$ cat src/rtl/l1_cache_ctrl.sv
// L1 data-cache sequencing controller: zero-wait hits, load-miss fetch and fill,
// write-through / no-write-allocate stores, pipeline stall and hit/miss counters.
module l1_cache_ctrl #(
    parameter int unsigned ADDR_WIDTH = 32,
    parameter int unsigned DATA_WIDTH = 32
) (
    input  logic                  clk,
    input  logic                  rst,
    input  logic                  req_i,
    input  logic                  wr_en_i,
    input  logic [ADDR_WIDTH-1:0] addr_i,
    input  logic [DATA_WIDTH-1:0] wr_data_i,
    input  logic [3:0]            byte_en_i,
    output logic [DATA_WIDTH-1:0] rd_data_o,
    output logic                  ready_o,
    output logic                  stall_o,
    output logic                  cache_lookup_o,
    input  logic                  cache_hit_i,
    input  logic [DATA_WIDTH-1:0] cache_rd_data_i,
    output logic                  cache_wr_en_o,
    output logic                  cache_fill_o,
    output logic [DATA_WIDTH-1:0] cache_fill_data_o,
    output logic                  mem_req_o,
    output logic                  mem_we_o,
    output logic [ADDR_WIDTH-1:0] mem_addr_o,
    output logic [DATA_WIDTH-1:0] mem_wdata_o,
    output logic [3:0]            mem_byte_en_o,
    input  logic                  mem_ack_i,
    input  logic [DATA_WIDTH-1:0] mem_rdata_i,
    output logic [31:0]           hit_cnt_o,
    output logic [31:0]           miss_cnt_o
);

    localparam int unsigned BE_W = 4;

    typedef enum logic [1:0] {
        IDLE    = 2'd0,
        MISS_RD = 2'd1,
        FILL    = 2'd2,
        WR_MEM  = 2'd3
    } state_t;

    state_t                r_state;
    state_t                w_next;
    logic [ADDR_WIDTH-1:0] r_addr;
    logic [DATA_WIDTH-1:0] r_wdata;
    logic [BE_W-1:0]       r_be;
    logic [DATA_WIDTH-1:0] r_fill_data;
    logic [31:0]           r_hit_cnt;
    logic [31:0]           r_miss_cnt;
    logic                  w_be_legal;
    logic                  w_accept;

    // Zero-extend the selected lane; unknown enable codes return zero.
    function automatic logic [DATA_WIDTH-1:0] fmt_rd(input logic [BE_W-1:0] be,
                                                     input logic [DATA_WIDTH-1:0] w);
        case (be)
            4'b0001: fmt_rd = DATA_WIDTH'(w[7:0]);
            4'b0011: fmt_rd = DATA_WIDTH'(w[15:0]);
            4'b1111: fmt_rd = w;
            default: fmt_rd = '0;
        endcase
    endfunction

    assign w_be_legal = (byte_en_i == 4'b0001) || (byte_en_i == 4'b0011) ||
                        (byte_en_i == 4'b1111);
    assign w_accept   = (r_state == IDLE) && req_i;

    always_ff @(posedge clk) begin
        if (rst) begin
            r_state     <= IDLE;
            r_addr      <= '0;
            r_wdata     <= '0;
            r_be        <= '0;
            r_fill_data <= '0;
            r_hit_cnt   <= '0;
            r_miss_cnt  <= '0;
        end else begin
            r_state <= w_next;
            if (w_accept) begin
                r_addr  <= addr_i;
                r_wdata <= wr_data_i;
                r_be    <= byte_en_i;
                if (cache_hit_i) r_hit_cnt  <= r_hit_cnt + 32'd1;
                else             r_miss_cnt <= r_miss_cnt + 32'd1;
            end
            if ((r_state == MISS_RD) && mem_ack_i) r_fill_data <= mem_rdata_i;
        end
    end

    always_comb begin
        w_next            = r_state;
        ready_o           = 1'b0;
        rd_data_o         = '0;
        cache_lookup_o    = 1'b0;
        cache_wr_en_o     = 1'b0;
        cache_fill_o      = 1'b0;
        cache_fill_data_o = '0;
        case (r_state)
            IDLE: begin
                if (req_i) begin
                    cache_lookup_o = 1'b1;
                    if (wr_en_i) begin
                        cache_wr_en_o = cache_hit_i && w_be_legal;
                        w_next        = WR_MEM;
                    end else if (cache_hit_i) begin
                        ready_o   = 1'b1;
                        rd_data_o = fmt_rd(byte_en_i, cache_rd_data_i);
                    end else begin
                        w_next = MISS_RD;
                    end
                end
            end
            MISS_RD: begin
                if (mem_ack_i) w_next = FILL;
            end
            FILL: begin
                cache_fill_o      = 1'b1;
                cache_fill_data_o = r_fill_data;
                ready_o           = 1'b1;
                rd_data_o         = fmt_rd(r_be, r_fill_data);
                w_next            = IDLE;
            end
            WR_MEM: begin
                if (mem_ack_i) begin
                    ready_o = 1'b1;
                    w_next  = IDLE;
                end
            end
            default: w_next = IDLE;
        endcase
        // Reset wins: no strobe or completion may escape in the reset cycle.
        if (rst) begin
            w_next            = IDLE;
            ready_o           = 1'b0;
            rd_data_o         = '0;
            cache_lookup_o    = 1'b0;
            cache_wr_en_o     = 1'b0;
            cache_fill_o      = 1'b0;
            cache_fill_data_o = '0;
        end
    end

    assign stall_o       = req_i & ~ready_o;
    assign mem_req_o     = (r_state == MISS_RD) || (r_state == WR_MEM);
    assign mem_we_o      = (r_state == WR_MEM);
    assign mem_addr_o    = mem_req_o ? r_addr : '0;
    assign mem_wdata_o   = mem_we_o ? r_wdata : '0;
    assign mem_byte_en_o = (r_state == MISS_RD) ? 4'b1111 :
                           (r_state == WR_MEM)  ? r_be    : 4'b0000;
    assign hit_cnt_o     = r_hit_cnt;
    assign miss_cnt_o    = r_miss_cnt;

endmodule
$ cat config.mk
export PLATFORM = sky130hd
export DESIGN_NAME = l1_cache_ctrl
export DESIGN_NICKNAME = d
export VERILOG_FILES = /design/src/rtl/l1_cache_ctrl.sv
export SDC_FILE = /design/constraint.sdc
export NUM_CORES = 1
export LEC_CHECK = 0
export ABC_AREA = 1
export BUFFER_PORTS_ARGS = -buffer_cell sky130_fd_sc_hd__buf_2
export CAP_MARGIN = 5
export CORE_MARGIN = 2
export CORE_UTILIZATION = 35
export DETAILED_ROUTE_END_ITERATION = 7
export HOLD_SLACK_MARGIN = 0.03
export PLACE_DENSITY = 0.72
export SYNTH_ARGS = -nofsm -noshare
export SYNTH_HDL_FRONTEND = slang
export SYNTH_SLANG_ARGS = --single-unit
$ cat constraint.sdc
create_clock -name clk -period 1.59 [get_ports clk]
set_input_delay 0.2385 -clock clk [delete_from_list [all_inputs] [get_ports clk]]
set_output_delay 0.2385 -clock clk [all_outputs]
set_load 0.01 [all_outputs]
==> qor.csv <==
stage;metric;value;unit
yosys;syn avg cell area;6.382;µm²
status;failing checks;negative setup slack;
floorplan;Initial Utilization;35.70;%
grt;global-route wire length before repair;48420;µm
clock_tree;CTS root buffer;clkbuf_16;
finish;share of layout cells above drive strength 1;39.08;%
timing;Rel. slew slack;74.76;%
finish;synthesis-to-finish area growth;62.07;%
finish;fillcell total;2052;
clock_tree;H-tree depth;4;
clock_tree;CTS tree;done;
grt;Global Route Usage Sum;23.46;%
timing;final setup violation count;135;
yosys;most common cell in the netlist;nor2_1;
finish;Nets;1849;
critical_path;Critical Path End Type;primary output;
yosys;EDFF count, synth;0;
placement;gpl congestion;0.9042;
grt;gr ovfl total;0;
yosys;#FFs+latches synth;166;
pwr;Leakage;6.385;nW
floorplan;I/O pin total;341;
timing;fin crit share;127.5;%
grt;antenna violations before repair;2;
drt;DRC Markers;0;
timing;Highest Clock Rate;493.2;MHz
yosys;post-synth top area cell;dfxtp_1;
drt;drt pass-1 iters;5;
drt;Vias/cell;5.005;
clock_tree;clk buf depth;2;
yosys;Cells after Synth;1317;
grt;largest net degree at the start of global routing;53;
status;status;complete, but fails checks;
timing;clk_skew;12.01;ps
yosys;mapped cell area;8406;µm²
critical_path;crit start category;register;
timing;RSZ-0062 raised after global routing;yes;
timing;final worst setup slack;-437.4;ps
yosys;Commonest cells post-synth;254 x nor2_1, 210 x nand2_1, 200 x inv_1;
pwr;power density cells;765.4;nW/µm²
run;max_cap viols;0;
clock_tree;CTS Buf Count;17;
drt;per-cell routed wire length;15.98;µm
critical_path;kind of critical path;reg -> out;
floorplan;die area;25270;µm²
placement;pre-CTS WS;-134.2;ps
yosys;Synth area leaders;dfxtp_1 40%, nor2_1 11%, nand2_1 9.4%;
yosys;asr flop ratio synth;0;%
timing;Period minus WS final;2027;ps
clock_tree;Sink Count;166;
clock_tree;Clock transition at path regs;80;ps
yosys;Syn Nets;1457;
drt;DR iter-0 viols;875;
drt;DRT antenna net count;0;
timing;hold slack;63.42;ps
placement;DP HPWL;21070;µm
yosys;Yosys cell types;36;
floorplan;Die Y;159.0;µm
yosys;post-synth top area share;39.54;%
placement;# port buffers;340;
clock_tree;Clk Latency, worst-skew pair;430;ps
worst_hold_path;min-delay worst type;in -> reg;
critical_path;CP arrival;1790;ps
yosys;YS warnings;0;
yosys;post-synthesis sequential area ratio;39.54;%
drt;Post-Route WL;32640;µm
critical_path;CP Data Required Time;1350;ps
grt;vias in the first global route;9484;
yosys;Post-synth top flop;dfxtp_1;
critical_path;worst-path fanout max;8;
timing;fin. max-slew vios;0;
floorplan;FP Rows;56;
drt;routed vias;10226;
pwr;Max VDD drop;598.8;µV
floorplan;Die X;159.0;µm
timing;transition time of the tightest slew-check pin;378.6;ps
floorplan;core area;23540;µm²
timing;Final Hold Viols;0;
[final timing paths]
| check | from | endpoint | slack, ps | cells past startpoint |
|---|---|---|---|---|
| worst min register to register | r_fill_data[2] | r_fill_data[2] | 480 | 2 |
| worst min-delay path | addr_i[0] | r_addr[0] | 60 | 3 |
| worst max-delay path | r_state[1] | rd_data_o[4] | -440 | 9 |
| worst max register to register | r_state[1] | r_wdata[13] | 20 | 7 |
[layout by cell type, fill, tap and decap left out, types with 34 or more instances in the layout]
cell type,n
nand2_4,34
buf_2,244
dfxtp_1,159
nand3_1,79
buf_4,57
nor2_4,76
o21ai_0,109
nor2_1,176
nand2_1,167
buf_6,103
inv_1,165
a21oi_1,120
[metal layers]
metal	vias up	GRT usage, %	part of all wire, %	wire, µm
met5	-	0	0	0
met4	0	9.959	4.4	1445
met3	101	4.637	6.2	2010
met2	468	40.39	49	16150
met1	4710	28.66	40	13040
li1	4947	-	-	-
[cells by family (layout without fill, tap and decap cells)]
| family | Yosys count | in the layout | share of synthesized area (%) |
|---|---|---|---|
| buffers and inverters | 265 | 670 | 12.21 |
| DFF | 166 | 166 | 39.54 |
| adders and majority gates | 2 | 2 | 0.2977 |
| AOI/OAI and AO/OA | 257 | 257 | 15.54 |
| xor gates and xnor gates | 9 | 9 | 0.9378 |
| and+or+nand+nor | 618 | 618 | 31.48 |
| other | 0 | 2 | 0 |
[worst max-delay path, stage by stage (launching register included)]
cell and delay, ps:
dfxtp_2 340, nor2_4 130, nand2_4 70, inv_2 60
nand2_2 60, nor2_4 230, buf_4 170, nand2_2 50
a21oi_2 120, buf_2 140
[registers in the layout, summed over array words and instances (netlist names)]
| signal | cells |
|---|---|
| r_be | 4 |
| r_wdata | 32 |
| r_addr | 32 |
| miss_cnt_o | 32 |
| r_state | 2 |
| r_fill_data | 32 |
| hit_cnt_o | 32 |
[power breakdown]
part	switching [mW]	total (mW)	internal [mW]
Sequential	0.151	4.54	4.39
Combinational	1.03	1.80	0.771
Clock	1.95	4.09	2.14
Total	3.13	10.4	7.30
[per-stage QoR]
| stage | instance area (µm²) | cells | setup TNS (ps) | power (mW) | utilization (%) |
|---|---|---|---|---|---|
| after global placement | 10880 | 1978 | -447.0 | 5.769 | 46.21 |
| final | 13620 | 2043 | -38700 | 10.43 | 57.87 |
| after detailed placement | 10880 | 1978 | -382.0 | 5.797 | 46.21 |
| after global routing | 13620 | 2043 | -48130 | 10.83 | 57.87 |
| after CTS | 12350 | 2030 | -37700 | 10.20 | 52.46 |
| after floorplan | 8412 | 1317 | 0 | 5.233 | - |
[repair_timing]
| item | CTS | global route |
|---|---|---|
| hold buffers | 0 | 0 |
| buffers inserted | 10 | 9 |
| gates resized for setup | 151 | 283 |
| pin swaps | 33 | 26 |
| setup endpoints to repair | 141 | 174 |
| gates cloned | 10 | 4 |
[final cells by class]
cell class | count | area [µm²] | area share (%)
Multi-Input combinational cell | 886 | 5024 | 36.88
Timing Repair Buffer | 435 | 3522 | 25.85
Sequential cell | 166 | 3332 | 24.46
Inverter | 203 | 777.0 | 5.704
Clock buffer | 19 | 452.9 | 3.325
Tap cell | 319 | 399.1 | 2.930
Clock inverter | 13 | 111.4 | 0.8174
Antenna cell | 2 | 5.005 | 0.03674
Note: power is estimated with default switching activity, not from simulation.
